`src/rtl/pic_pkg.sv`:
```
`default_nettype none
// ============================================================================
// Module      : pic_pkg
// Description : Shared types and constants for the pic_ctrl interrupt
//               controller (FSM states, register map, reset values).
// Revision    : 1.0 - initial release
// ============================================================================
package pic_pkg;

    // Request handshake states
    typedef enum logic [0:0] {
        IDLE = 1'b0,
        REQ  = 1'b1
    } pic_state_t;

    // Register map
    localparam logic [1:0] ADDR_MASK = 2'd0;
    localparam logic [1:0] ADDR_TRIG = 2'd1;
    localparam logic [1:0] ADDR_PEND = 2'd2;
    localparam logic [1:0] ADDR_ISR  = 2'd3;

    // Reset values, sliced to N_IRQ by the user (N_IRQ <= 16)
    localparam logic [15:0] MASK_RST = 16'hFFFF;  // every line masked
    localparam logic [15:0] TRIG_RST = 16'hFFFF;  // every line edge-triggered

endpackage : pic_pkg
`default_nettype wire

```
`src/rtl/pic_if.sv`:
```
`default_nettype none
// ============================================================================
// Module      : pic_if
// Description : Core-side bus of pic_ctrl: interrupt request/acknowledge,
//               end-of-interrupt and the configuration register port.
//               The core's "int" input is carried as int_req because "int"
//               is a reserved word in SystemVerilog.
// Revision    : 1.0 - initial release
// ============================================================================
interface pic_if #(
    parameter int N_IRQ = 8,
    parameter int NUM_W = $clog2(N_IRQ)
);
    logic             int_req;
    logic [NUM_W-1:0] int_num;
    logic             int_ack;
    logic             eoi;
    logic [NUM_W-1:0] eoi_num;
    logic             cfg_we;
    logic [1:0]       cfg_addr;
    logic [N_IRQ-1:0] cfg_wdata;
    logic [N_IRQ-1:0] cfg_rdata;

    // Core / configuration agent side
    modport master (
        input  int_req, int_num, cfg_rdata,
        output int_ack, eoi, eoi_num, cfg_we, cfg_addr, cfg_wdata
    );

    // Interrupt controller side
    modport slave (
        output int_req, int_num, cfg_rdata,
        input  int_ack, eoi, eoi_num, cfg_we, cfg_addr, cfg_wdata
    );
endinterface : pic_if
`default_nettype wire

```
`src/rtl/pic_prio_enc.sv`:
```
`default_nettype none
// ============================================================================
// Module      : pic_prio_enc
// Description : Combinational priority encoder; returns the lowest set index
//               of a vector and a flag telling whether any bit is set.
// Revision    : 1.0 - initial release
// ============================================================================
module pic_prio_enc #(
    parameter int N = 8,
    parameter int W = $clog2(N)
) (
    input  logic [N-1:0] vec,
    output logic [W-1:0] idx,
    output logic         valid
);

    // Scan from the top so the lowest set index is the last one written
    always_comb begin
        idx = '0;
        for (int i = N - 1; i >= 0; i--) begin
            if (vec[i]) idx = W'(i);
        end
    end

    assign valid = |vec;

endmodule : pic_prio_enc
`default_nettype wire

```
`src/rtl/pic_ctrl.sv`:
```
`default_nettype none
// ============================================================================
// Module      : pic_ctrl
// Description : Sequential interrupt controller. Synchronises external
//               requests, latches pending events (edge or level per line),
//               masks them and arbitrates by fixed priority (line 0 highest)
//               against the in-service register, then runs a request /
//               acknowledge handshake with the core and accepts EOI.
// Revision    : 1.0 - initial release
// ============================================================================
module pic_ctrl
    import pic_pkg::*;
#(
    parameter int N_IRQ       = 8,
    parameter int SYNC_STAGES = 2,
    parameter int NUM_W       = $clog2(N_IRQ)
) (
    input  wire logic             clk,
    input  wire logic             rst,       // asynchronous, active-low
    input  wire logic [N_IRQ-1:0] intReq,
    input  wire logic             en_inter,
    pic_if.slave                  bus
);

    // ------------------------------------------------------------------
    // Registers
    // ------------------------------------------------------------------
    logic [SYNC_STAGES-1:0][N_IRQ-1:0] r_sync;
    logic [N_IRQ-1:0]                  r_hist;
    logic [N_IRQ-1:0]                  r_mask;
    logic [N_IRQ-1:0]                  r_trig;
    logic [N_IRQ-1:0]                  r_pend;
    logic [N_IRQ-1:0]                  r_isr;
    pic_state_t                        r_state;
    logic [NUM_W-1:0]                  r_num;

    // ------------------------------------------------------------------
    // Combinational nets
    // ------------------------------------------------------------------
    logic [N_IRQ-1:0] w_synced;
    logic [N_IRQ-1:0] w_rise;
    logic [NUM_W-1:0] w_isr_lo;
    logic             w_isr_any;
    logic [N_IRQ-1:0] w_below;
    logic [N_IRQ-1:0] w_elig;
    logic [NUM_W-1:0] w_win;
    logic             w_win_any;
    logic [N_IRQ-1:0] w_num_oh;
    logic [N_IRQ-1:0] w_eoi_oh;
    logic [N_IRQ-1:0] w_pend_w1c;
    logic [N_IRQ-1:0] w_pend_nxt;
    logic [N_IRQ-1:0] w_isr_nxt;
    logic             w_mask_cur;
    logic             w_take;
    pic_state_t       w_state_nxt;

    assign w_synced = r_sync[SYNC_STAGES-1];
    assign w_rise   = w_synced & ~r_hist;

    // Lowest in-service line bounds which lines may nest
    pic_prio_enc #(.N(N_IRQ), .W(NUM_W)) u_isr_enc (
        .vec   (r_isr),
        .idx   (w_isr_lo),
        .valid (w_isr_any)
    );

    // Only lines strictly above the current in-service priority may request
    always_comb begin
        w_below = '0;
        for (int i = 0; i < N_IRQ; i++) begin
            w_below[i] = !w_isr_any || (NUM_W'(i) < w_isr_lo);
        end
    end

    assign w_elig = r_pend & ~r_mask & ~r_isr & w_below;

    pic_prio_enc #(.N(N_IRQ), .W(NUM_W)) u_win_enc (
        .vec   (w_elig),
        .idx   (w_win),
        .valid (w_win_any)
    );

    // One-hot decodes; eoi_num values beyond N_IRQ simply match nothing
    always_comb begin
        w_num_oh = '0;
        w_eoi_oh = '0;
        for (int i = 0; i < N_IRQ; i++) begin
            w_num_oh[i] = (r_num == NUM_W'(i));
            w_eoi_oh[i] = bus.eoi && (bus.eoi_num == NUM_W'(i));
        end
    end

    assign w_mask_cur = |(r_mask & w_num_oh);
    assign w_pend_w1c = (bus.cfg_we && bus.cfg_addr == ADDR_PEND) ? (bus.cfg_wdata & r_trig) : '0;

    // FSM state register; the winner is frozen on entry to REQ
    always_ff @(posedge clk or negedge rst) begin
        if (!rst) begin
            r_state <= IDLE;
            r_num   <= '0;
        end else begin
            r_state <= w_state_nxt;
            if (r_state == IDLE && w_state_nxt == REQ) r_num <= w_win;
        end
    end

    // FSM next state: ack has priority over withdrawal
    always_comb begin
        w_state_nxt = r_state;
        case (r_state)
            IDLE: if (en_inter && w_win_any) w_state_nxt = REQ;
            REQ: begin
                if (bus.int_ack)                 w_state_nxt = IDLE;
                else if (!en_inter || w_mask_cur) w_state_nxt = IDLE;
            end
            default: w_state_nxt = IDLE;
        endcase
    end

    // FSM outputs and register read mux
    always_comb begin
        bus.int_req = (r_state == REQ);
        bus.int_num = r_num;
        w_take      = (r_state == REQ) && bus.int_ack;
        case (bus.cfg_addr)
            ADDR_MASK: bus.cfg_rdata = r_mask;
            ADDR_TRIG: bus.cfg_rdata = r_trig;
            ADDR_PEND: bus.cfg_rdata = r_pend;
            default:   bus.cfg_rdata = r_isr;
        endcase
    end

    // Pending next value: level lines follow the input, edge lines latch;
    // a fresh edge beats both the ack clear and a W1C write
    always_comb begin
        w_pend_nxt = r_pend;
        for (int i = 0; i < N_IRQ; i++) begin
            if (!r_trig[i]) begin
                w_pend_nxt[i] = w_synced[i];
            end else begin
                if (w_take && w_num_oh[i]) w_pend_nxt[i] = 1'b0;
                if (w_pend_w1c[i])         w_pend_nxt[i] = 1'b0;
                if (w_rise[i])             w_pend_nxt[i] = 1'b1;
            end
        end
    end

    // In-service next value: EOI clears first so a same-line ack wins
    assign w_isr_nxt = (r_isr & ~w_eoi_oh) | (w_take ? w_num_oh : '0);

    // Input synchroniser chain and edge-history flop
    always_ff @(posedge clk or negedge rst) begin
        if (!rst) begin
            r_sync <= '0;
            r_hist <= '0;
        end else begin
            r_sync[0] <= intReq;
            for (int s = 1; s < SYNC_STAGES; s++) r_sync[s] <= r_sync[s-1];
            r_hist <= w_synced;
        end
    end

    // Configuration registers and interrupt status
    always_ff @(posedge clk or negedge rst) begin
        if (!rst) begin
            r_mask <= MASK_RST[N_IRQ-1:0];
            r_trig <= TRIG_RST[N_IRQ-1:0];
            r_pend <= '0;
            r_isr  <= '0;
        end else begin
            if (bus.cfg_we && bus.cfg_addr == ADDR_MASK) r_mask <= bus.cfg_wdata;
            if (bus.cfg_we && bus.cfg_addr == ADDR_TRIG) r_trig <= bus.cfg_wdata;
            r_pend <= w_pend_nxt;
            r_isr  <= w_isr_nxt;
        end
    end

endmodule : pic_ctrl
`default_nettype wire

```
`src/flat_wrapper.sv`:
```
// flat-port wrapper written by rule: the top's interface ports become plain ports
module pic_ctrl_flat import pic_pkg::*;
#(
    parameter int N_IRQ       = 8,
    parameter int SYNC_STAGES = 2,
    parameter int NUM_W       = $clog2(N_IRQ)
)
  (clk, rst, intReq, en_inter, bus_int_req, bus_int_num, bus_cfg_rdata, bus_int_ack, bus_eoi, bus_eoi_num, bus_cfg_we, bus_cfg_addr, bus_cfg_wdata);
  pic_if #(.N_IRQ(N_IRQ), .NUM_W(NUM_W)) bus_i ();
  input  wire logic clk;
  input  wire logic rst;
  input  wire logic [N_IRQ-1:0] intReq;
  input  wire logic en_inter;
  output wire logic [$bits(bus_i.int_req)-1:0] bus_int_req;
  output wire logic [$bits(bus_i.int_num)-1:0] bus_int_num;
  output wire logic [$bits(bus_i.cfg_rdata)-1:0] bus_cfg_rdata;
  input wire logic [$bits(bus_i.int_ack)-1:0] bus_int_ack;
  input wire logic [$bits(bus_i.eoi)-1:0] bus_eoi;
  input wire logic [$bits(bus_i.eoi_num)-1:0] bus_eoi_num;
  input wire logic [$bits(bus_i.cfg_we)-1:0] bus_cfg_we;
  input wire logic [$bits(bus_i.cfg_addr)-1:0] bus_cfg_addr;
  input wire logic [$bits(bus_i.cfg_wdata)-1:0] bus_cfg_wdata;
  assign bus_int_req = bus_i.int_req;
  assign bus_int_num = bus_i.int_num;
  assign bus_cfg_rdata = bus_i.cfg_rdata;
  assign bus_i.int_ack = bus_int_ack;
  assign bus_i.eoi = bus_eoi;
  assign bus_i.eoi_num = bus_eoi_num;
  assign bus_i.cfg_we = bus_cfg_we;
  assign bus_i.cfg_addr = bus_cfg_addr;
  assign bus_i.cfg_wdata = bus_cfg_wdata;
  pic_ctrl #(.N_IRQ(N_IRQ), .SYNC_STAGES(SYNC_STAGES), .NUM_W(NUM_W)) u_core (.clk(clk), .rst(rst), .intReq(intReq), .en_inter(en_inter), .bus(bus_i));
endmodule
```
`config.mk`:
```
export PLATFORM = sky130hd
export DESIGN_NAME = pic_ctrl_flat
export DESIGN_NICKNAME = d
export VERILOG_FILES = /design/src/rtl/pic_pkg.sv /design/src/rtl/pic_if.sv /design/src/rtl/pic_prio_enc.sv /design/src/rtl/pic_ctrl.sv /design/src/flat_wrapper.sv
export SDC_FILE = /design/constraint.sdc
export NUM_CORES = 1
export LEC_CHECK = 0
export ABC_CLOCK_PERIOD_IN_PS = 2100
export BUFFER_PORTS_ARGS = -buffer_cell sky130_fd_sc_hd__clkbuf_2
export CAP_MARGIN = 15
export CORE_ASPECT_RATIO = 1.2
export CORE_MARGIN = 2
export CORE_UTILIZATION = 50
export CTS_CLUSTER_SIZE = 20
export DETAILED_ROUTE_END_ITERATION = 12
export PLACE_DENSITY = 0.71
export SYNTH_ARGS = -nofsm -noshare
export SYNTH_HDL_FRONTEND = slang
export SYNTH_SLANG_ARGS = --single-unit
```
`constraint.sdc`:
```
create_clock -name clk -period 2.1 [get_ports clk]
set_input_delay 0.21 -clock clk [delete_from_list [all_inputs] [get_ports clk]]
set_output_delay 0.21 -clock clk [all_outputs]
set_load 0.05 [all_outputs]
```
==> results.rst <==
.. list-table::
   :header-rows: 1

   * - Metric
     - Value
   * - Count of input and output buffers
     - 38
   * - Maximum number of pins on one net before global-route repair
     - 61
   * - Cell types with the highest counts after synthesis
     - 44 x sky130_fd_sc_hd__dfrtp_1, 16 x sky130_fd_sc_hd__dfstp_2, 16 x sky130_fd_sc_hd__nand2_1
   * - Highest achievable clock rate
     - 521 MHz
   * - Syn Inst Count
     - 203
   * - Syn Nets
     - 230
   * - Maximum level of the CTS H-tree
     - 3
   * - GRT Residual Overflow
     - 0
   * - Antenna cells
     - 0
   * - Clock latency on the worst-skew pair
     - 0.33 ns
   * - Arrival @ worst endpoint
     - 2.14 ns
   * - Number of sinks driven by the clock tree
     - 60
   * - Sequential fraction of the synthesis area
     - 58.7%
   * - Top-count cell post-synth
     - sky130_fd_sc_hd__dfrtp_1
   * - Die extent in x
     - 69.8 um
   * - Root buffer selected by CTS
     - sky130_fd_sc_hd__clkbuf_8
   * - GR Util All Layers
     - 21.3%
   * - Vias in the first global route
     - 1,902
   * - Wire length after detailed routing
     - 5.66 mm
   * - Via count
     - 1,902
   * - Final GP Congestion
     - 0.884
   * - Standard cell core area
     - 4970 um^2
   * - Antenna-violating nets left
     - 0
   * - Delay contributed by the slowest stage of the critical path
     - 0.45 ns
   * - Crit-path max FO
     - 7
   * - CTS tree
     - built
   * - Detailed Routing Iterations Pass 1
     - 4
   * - # nets final
     - 283
   * - Syn_area_per_cell
     - 12.8 um^2
   * - Final worst-path cycle share
     - 91.4%
   * - Die Outline Area
     - 5780 um^2
   * - Number of setup buffers added after CTS
     - 0
   * - Hold violation count in the final report
     - 0
   * - Fraction of synthesized cell area taken by the top area cell type
     - 42.5%
   * - Synth area leader
     - sky130_fd_sc_hd__dfrtp_1
   * - Global-route wire length before repair
     - 9.51 mm
   * - Ratio of cells with drive above 1 in the final layout
     - 37.2%
   * - Leading register cell type out of synthesis
     - sky130_fd_sc_hd__dfrtp_1
   * - Number of buffers and inverters on the critical path
     - 0
   * - Max rail drop VDD
     - 576 uV
   * - Launching element type of the critical path
     - register
   * - Cells along the critical path
     - nor4_1 -> a32oi_1 -> and2b_1 -> a21oi_2 -> mux2_1
   * - Starting utilization of the core area
     - 52.1%
   * - Std-Cell Rows
     - 28
   * - Pre-CTS setup slack
     - 0.176 ns
   * - Gate power share
     - 30.7%
   * - Unrepaired setup endpoints after global routing
     - false
   * - Worst-margin pin slew
     - 0.724 ns
   * - Internal Pwr Total
     - 0.00233 W
   * - Leakage
     - 1.30 nW
   * - MaxCap Viol Count
     - 0
   * - Total design power
     - 0.00371 W
   * - Cell type of the slowest stage on the worst timing path
     - sky130_fd_sc_hd__nor4_1
   * - Startpoint-to-endpoint class of the critical path
     - reg2reg
   * - Hold crit path type
     - in2async
   * - Setup tns final
     - 0 ns
   * - Flop and latch count out of synthesis
     - 60
   * - Maximum number of buffers from clock root to sink
     - 2
   * - Worst rel slew slack
     - 51.8%
   * - Final routed DRC violation total
     - 0
   * - Req. time, crit path
     - 2.32 ns
   * - Synthesized cell area
     - 2590 um^2
   * - I/O pin count
     - 39
   * - Post-synth cell types
     - 39
   * - DPL Wire Length
     - 3.87 mm
   * - Pins Over Slew Limit
     - 0
   * - Post_cts resized
     - 0
   * - CTS buffer count
     - 9
   * - Proportion of synthesized flip-flops having asynchronous set or reset
     - 100%
   * - First-iteration detailed-routing DRC count
     - 153
   * - Final Skew
     - 0.00382 ns
   * - Layout Area Growth over Synthesis
     - 19.2%
   * - Setup ws final
     - 0.181 ns
   * - Switch share
     - 37.2%
   * - Number of enable-type register cells in the synthesized netlist
     - 0
   * - Number of setup violations in the final report
     - 0
   * - Hold Buf Count CTS
     - 8
   * - Die height
     - 82.9 um
   * - Post-route minimum period
     - 1.92 ns
   * - Average wire per cell in the routed design
     - 17.6 um
   * - Total power per unit cell area
     - 1200 nW/um^2
   * - Run status
     - complete, no violations
   * - Setup crit end kind
     - register
   * - Vias per Instance
     - 5.93
   * - Power dissipated by switching net loads
     - 0.00138 W
   * - Clk pwr share
     - 23.4%
   * - Most area-consuming cells after synthesis
     - sky130_fd_sc_hd__dfrtp_1 42%, sky130_fd_sc_hd__dfstp_2 16%, sky130_fd_sc_hd__mux4_2 6.9%
   * - Top cell family by delay on the critical path
     - simple AND/OR/NAND/NOR gates
   * - CTS clk-pin slew, worst paths
     - 0.06 ns
   * - Initial antenna violation count
     - 0
   * - Register share of total power
     - 45.9%
   * - Number of synthesis warnings
     - 0
[cells by family after synthesis]
logic type	after synthesis	share of synthesized area, %
compound gates	51	13.3
buf+inv	9	1.40
flops	60	58.7
mux	23	13.5
simple gates	60	13.2
[cells in the final DEF (no fill, tap or decap), drive strengths merged, types with 3 or more instances in the layout]
cell          n
a21oi        13
a32o          8
clkbuf       52
dfrtp        44
dfstp        16
dlygate4sd3   8
inv           3
mux2         15
mux4          8
nand2        16
nand2b       10
nand3         3
nand3b        4
nor2          7
nor2b         3
nor3          5
nor3b         3
o21ai        15
or3b          3
[power groups by stage]
stage | sequential (W) | clock [W] | combinational (W)
floorplan | 0.00169 | 0 | 0.000828
global placement | 0.00169 | 0 | 0.00112
detailed placement | 0.00171 | 0 | 0.00112
CTS | 0.00169 | 0.000890 | 0.00114
global route | 0.00173 | 0.000948 | 0.00124
finish | 0.00170 | 0.000868 | 0.00114
[routing by layer]
layer / wire length (um) / vias to the layer above / GRT usage (%)
met5: 0 / - / 0
met4: 91 / 0 / 7.34
met3: 344 / 8 / 6.07
met2: 2820 / 68 / 32.1
met1: 2400 / 949 / 30.1
li1: - / 877 / -
[sequential cells by signal (all words and copies together) (netlist names)]
register	cells
u_core.r_isr	8
u_core.r_sync	8
u_core.r_hist	8
u_core.r_trig	8
u_core.w_synced	8
u_core.r_pend	8
u_core.bus.int_num	3
u_core.bus.int_req	1
u_core.r_mask	8
[per-stage QoR]
stage | instances | hold slack, ns | utilization (%) | cell area [um^2]
6_report | 321 | 0.0256 | 62.1 | 3090
5_1_grt | 321 | 0.0864 | 62.1 | 3090
4_1_cts | 321 | 0.0394 | 62.1 | 3090
3_5_place_dp | 297 | 0.320 | 57.3 | 2850
3_3_place_gp | 297 | 0.318 | 57.3 | 2850
2_1_floorplan | 203 | -0.0856 | - | 2590
[layout make-up]
type	count	area, um^2
clock buffers	14	153
clock inverters	2	10.0
fillers	406	1880
inverters	3	11.3
multi-input cells	134	1040
flip-flops and latches	60	1520
well taps	60	75.1
repair buffers	48	285
[final timing paths]
path	start	endpoint	slack [ns]	cells after the start
max	u_core.r_isr[1]	u_core.bus.int_num[0]	0.18	5
min	rst	u_core.r_sync[2]	0.03	2
max reg2reg	u_core.r_isr[1]	u_core.bus.int_num[0]	0.18	5
min reg2reg	u_core.r_sync[5]	u_core.w_synced[5]	0.35	0
max in group asynchronous	rst	u_core.bus.int_num[1]	1.61	2
min in group clk	bus_cfg_wdata[3]	u_core.r_mask[3]	0.10	3
Note: power is estimated with default switching activity, not from simulation.
